===== src/rtl/otter_fetch_unit.sv =====
// OTTER instruction-fetch stage: fetch PC, memory port 1 requests, small instruction queue, valid/ready to decode.
// Optional macro FETCH_BYPASS_EN presents a response straight to IF_* when the queue is empty.
module otter_fetch_unit #(
  parameter logic [31:0] RESET_VEC = 32'h0000_0000,
  parameter int          DEPTH     = 2
) (
  input  logic        CLOCK,
  input  logic        RESET,
  output logic [13:0] MEM_ADDR1,
  output logic        MEM_RDEN1,
  input  logic [31:0] MEM_DOUT1,
  input  logic        ID_READY,
  input  logic        REDIRECT,
  input  logic [31:0] REDIRECT_PC,
  output logic        IF_VALID,
  output logic [31:0] IF_IR,
  output logic [31:0] IF_PC,
  output logic [31:0] IF_PC_4
);

  localparam int          CW  = $clog2(DEPTH + 1);
  localparam int          PW  = $clog2(DEPTH);
  localparam logic [31:0] NOP = 32'h0000_0013;

  logic [31:0]   fpc_reg;
  logic [31:0]   inflight_pc_reg;
  logic          inflight_reg;
  logic          inflight_epoch_reg;
  logic          epoch_reg;
  logic [CW-1:0] count_reg;
  logic [PW-1:0] head_reg;
  logic [PW-1:0] tail_reg;
  logic [31:0]   q_ir [DEPTH];
  logic [31:0]   q_pc [DEPTH];

  logic          resp_valid;
  logic          head_valid;
  logic          push;
  logic          pop;
  logic          pop_q;
  logic          issue;
  logic [CW:0]   occupancy;
  logic          out_valid;
  logic [31:0]   out_ir;
  logic [31:0]   out_pc;

  // A response is usable only if it belongs to the current epoch and is not being flushed.
  assign resp_valid = inflight_reg && (inflight_epoch_reg == epoch_reg) && !REDIRECT;
  assign head_valid = (count_reg != '0);

`ifdef FETCH_BYPASS_EN
  logic bypass;
  assign bypass    = !head_valid && resp_valid;
  assign push      = resp_valid && !(bypass && ID_READY);
  assign out_valid = head_valid || bypass;
  assign out_ir    = head_valid ? q_ir[head_reg] : MEM_DOUT1;
  assign out_pc    = head_valid ? q_pc[head_reg] : inflight_pc_reg;
`else
  assign push      = resp_valid;
  assign out_valid = head_valid;
  assign out_ir    = q_ir[head_reg];
  assign out_pc    = q_pc[head_reg];
`endif

  assign IF_VALID = RESET && out_valid;
  assign IF_IR    = IF_VALID ? out_ir : NOP;
  assign IF_PC    = IF_VALID ? out_pc : 32'h0;
  assign IF_PC_4  = IF_VALID ? (out_pc + 32'd4) : 32'h0;

  assign pop   = IF_VALID && ID_READY;
  assign pop_q = pop && head_valid;

  // Slots already claimed after this cycle's pop; a new request must still have room to land.
  assign occupancy = {1'b0, count_reg} + (CW + 1)'(inflight_reg) - (CW + 1)'(pop);
  assign issue     = RESET && !REDIRECT && (occupancy < (CW + 1)'(DEPTH));

  assign MEM_RDEN1 = issue;
  assign MEM_ADDR1 = fpc_reg[15:2];

  always_ff @(posedge CLOCK) begin
    if (!RESET) begin
      fpc_reg      <= RESET_VEC;
      inflight_reg <= 1'b0;
      epoch_reg    <= 1'b0;
      count_reg    <= '0;
      head_reg     <= '0;
      tail_reg     <= '0;
    end else if (REDIRECT) begin
      fpc_reg      <= REDIRECT_PC & ~32'd3;
      inflight_reg <= 1'b0;
      epoch_reg    <= ~epoch_reg;
      count_reg    <= '0;
      head_reg     <= '0;
      tail_reg     <= '0;
    end else begin
      if (issue) begin
        fpc_reg            <= fpc_reg + 32'd4;
        inflight_pc_reg    <= fpc_reg;
        inflight_epoch_reg <= epoch_reg;
      end
      inflight_reg <= issue;
      if (push)  tail_reg <= tail_reg + PW'(1);
      if (pop_q) head_reg <= head_reg + PW'(1);
      count_reg <= count_reg + CW'(push) - CW'(pop_q);
    end
  end

  // Queue storage has no reset; count_reg alone says which entries are live.
  always_ff @(posedge CLOCK) begin
    if (RESET && push) begin
      q_ir[tail_reg] <= MEM_DOUT1;
      q_pc[tail_reg] <= inflight_pc_reg;
    end
  end

endmodule


===== config.mk =====
export PLATFORM = sky130hd
export DESIGN_NAME = otter_fetch_unit
export DESIGN_NICKNAME = d
export VERILOG_FILES = /design/src/rtl/otter_fetch_unit.sv
export SDC_FILE = /design/constraint.sdc
export NUM_CORES = 1
export LEC_CHECK = 0
export ABC_CLOCK_PERIOD_IN_PS = 6000
export BUFFER_PORTS_ARGS = -buffer_cell sky130_fd_sc_hd__buf_2
export CORE_UTILIZATION = 38
export CTS_BUF_LIST = sky130_fd_sc_hd__clkbuf_4 sky130_fd_sc_hd__clkbuf_8
export CTS_CLUSTER_DIAMETER = 40
export CTS_CLUSTER_SIZE = 10
export DETAILED_ROUTE_END_ITERATION = 8
export MAX_ROUTING_LAYER = met4
export PLACE_DENSITY = 0.7
export SLEW_MARGIN = 5
export SYNTH_ARGS = -nofsm -noshare
export SYNTH_HDL_FRONTEND = slang
export SYNTH_SLANG_ARGS = --single-unit

===== constraint.sdc =====
create_clock -name CLOCK -period 6 [get_ports CLOCK]
set_input_delay 0.9 -clock CLOCK [delete_from_list [all_inputs] [get_ports CLOCK]]
set_output_delay 0.9 -clock CLOCK [all_outputs]
set_load 0.005 [all_outputs]

==> summary.md <==
| Metric | Value |
|---|---|
| Sequential-to-total area share from yosys stat | 0.609 |
| Clk_lat worst skew | 0.47 ns |
| Vias in the first global route | 5,749 |
| Post-route ant nets | 0 |
| Leakage | 3.79 nW |
| Top Ports | 180 |
| Tcrit/Tclk final | 0.781 |
| Outcome | completed |
| Die Span Y | 155 um |
| Initial antenna violation count | 0 |
| Fmax | 213 MHz |
| Worst Hold Class | flip-flop to flip-flop |
| Commonest cells post-synth | 155 x edfxtp_1, 94 x nor2_1, 58 x mux2i_1 |
| Pint | 1.82 mW |
| Inst Count DP | 1,169 |
| Post-synthesis instance area | 8860 um^2 |
| Die Wd | 155 um |
| Cts repair resizes | 0 |
| Hold wc startpoint | inflight_pc_reg[4]$_DFFE_PP_ |
| # setup viols final | 0 |
| Post-CTS Hold Buffers | 0 |
| Number of core rows | 55 |
| Post-Route WL | 20,000 um |
| Clk sinks | 192 |
| Switching Fraction | 0.243 |
| Synth cell types | 68 |
| Fill cell count | 2,119 |
| Clock power frac | 0.326 |
| Ranking of synthesized cells by area | edfxtp_1 53%, dfxtp_1 8.4%, mux2i_1 6.6% |
| Dpl cell area | 9880 um^2 |
| Area growth, synth to finish | 15.6% |
| Comb pwr share | 0.050 |
| Worst-path maximum fanout | 47 |
| # diodes | 0 |
| Reg area | 5400 um^2 |
| Mean Syn Cell Area | 12.2 um^2 |
| Worst-margin pin slew | 0.927 ns |
| Clock buffer depth | 2 |
| Core area | 22,800 um^2 |
| Initial Util | 0.389 |
| Final nets | 949 |
| Postcts setup bufs | 0 |
| Max Cap Violations | 0 |
| Drt pass-1 iters | 5 |
| Flop pwr share | 0.624 |
| Slew Limit Headroom | 0.377 |
| Setup Skew | 0.0216 ns |
| Hold Violations, Final | 0 |
| Buffers on Ports | 173 |
| Total negative slack | 0 ns |
| Hold_ws | 0.462 ns |
| Critical Path, Cell by Cell | buf_2 -> o21ai_4 -> inv_1 -> and2_1 -> ha_1 -> nand2b_1 -> fa_1 -> xor2_1 -> or3_1 -> clkinv_4 -> buf_2 |
| Layout cell share with drive strength beyond 1 | 0.269 |
| First-pass GRT wire length | 30,800 um |
| RSZ-0062 raised after global routing | false |
| Critical R2R Launch | count_reg[1]$_SDFF_PN0_ |
| Total track usage | 0.173 |
| Worst-path clk slew | 0.10 ns |
| CTS Buf Count | 17 |
| Post-layout min period | 4.68 ns |
| Multi-input gate area in the final layout | 3120 um^2 |
| #FFs+latches synth | 192 |
| EDFF count, synth | 155 |
| Root Driver | clkbuf_8 |
| CP peak stage delay | 0.44 ns |
| Maximum number of pins on one net before global-route repair | 82 |
| Net Sw Power | 0.585 mW |
| TritonCTS clock tree | yes |
| Synth area leader | edfxtp_1 |
| Crit start category | primary input |
| CP Capture Type | output port |
| Wire length per cell | 16.6 um |
| Biggest register | q_ir |
| Top flop regs | q_ir: 64 flops, q_pc: 60 flops |
| Drt via density | 5.14 |
| Worst setup slack after layout | 1.32 ns |
| VDD IR max | 0.138 mV |
| Die ar. | 23,900 um^2 |
| Crit Path Class | primary input to output port |
| CP max-delay cell | inv_1 |
| DP HPWL | 13,800 um |
| Pwr/cell area | 235 nW/um^2 |
| Final Core Density | 0.449 |
| Gate count of the mapped netlist | 727 |
| Ys Warns | 0 |
| Worst Path Arrival | 3.78 ns |
| Number of remaining DRC errors | 0 |
| H-tree depth | 4 |
| First DRT Iteration DRCs | 423 |
| Post-Layout Cell Count | 1,201 |
| Vias | 6,170 |
| Cell area after layout | 10,200 um^2 |
| Tot Pwr | 2.41 mW |
| Grt ovf | 0 |
| Top-area cell type share of the netlist area | 0.525 |
| Gpl congestion | 0.812 |
| Asr flop ratio synth | 0 |
| Crit path launch | RESET |
| Crit path top cell by count | buf_2 |
| Dpl ws | 1.24 ns |
| Synth Flop Type | edfxtp_1 |
| Most frequent cell after synthesis | edfxtp_1 |
| Slew Limit Fails | 0 |
| Max FFs per register | 64 |
| Worst Path Required | 5.10 ns |
metal layers:
| layer | GRT usage | routed length (um) | share of wire | up-vias |
|---|---|---|---|---|
| li1 | - | - | - | 3000 |
| met1 | 0.225 | 9350 | 0.47 | 2939 |
| met2 | 0.274 | 9260 | 0.46 | 219 |
| met3 | 0.0345 | 1200 | 0.060 | 12 |
| met4 | 0.0481 | 173 | 0.0087 | 0 |
| met5 | - | 0 | 0 | - |
final cells by class:
cell class | instances | area share
Clock inverter | 15 | 0.0120
Tap cell | 313 | 0.0383
Timing Repair Buffer | 180 | 0.0897
Clock buffer | 17 | 0.0229
Sequential cell | 192 | 0.527
Inverter | 13 | 0.00526
Multi-Input combinational cell | 471 | 0.305
worst paths after layout:
check                              to  slack (ns)  depth (start not counted)
min reg2reg      q_pc[0][4]$_DFFE_PP_        0.46                          0
max                         MEM_RDEN1        1.32                         11
max reg2reg  fpc_reg[28]$_SDFFE_PN0P_        2.02                         12
min              q_pc[0][4]$_DFFE_PP_        0.46                          0
cell families (layout without fill, tap and decap cells):
kind of cell | after synthesis | after routing | share of synthesized area
AOI/OAI and AO/OA | 108 | 108 | 0.0842
xor gates and xnor gates | 21 | 21 | 0.0208
adders and majority gates | 6 | 6 | 0.00932
buffers and inverters | 67 | 225 | 0.0428
DFF | 192 | 192 | 0.609
muxes | 67 | 67 | 0.0770
other | 1 | 4 | 0.000423
and+or+nand+nor | 265 | 265 | 0.156
power groups by stage:
stage          clock, mW  combinational [mW]  sequential, mW
2_1_floorplan          0              0.0781            1.52
6_report           0.785               0.120            1.50
3_3_place_gp           0               0.116            1.53
5_1_grt            0.869               0.133            1.51
4_1_cts            0.807               0.120            1.50
3_5_place_dp           0               0.120            1.53
cells in the final DEF (no fill, tap or decap), drive strengths merged, types with 5 or more instances in the layout:
cell type and instances:
nor3 12, nor4 7, nand4b 6, xnor2 15, clkinv 7, ha 5
buf 180, nor2 94, o21ai 23, xor2 6, and3 12, and2 10
or3 10, inv 21, dfxtp 37, nand3 22, nand4 24, nand2 52
nor2b 5, a31oi 18, mux2 9, mux2i 58, a21oi 23, edfxtp 155
clkbuf 17, o31ai 6, nand2b 5
critical path: cells and delay by family:
kind	cells	cell delay, ns
AOI/OAI and AO/OA	1	0.08
xor gates and xnor gates	1	0.19
adders and majority gates	2	0.59
buffers and inverters	4	1.20
and+or+nand+nor	3	0.82
(Power assumes the default switching activity.)
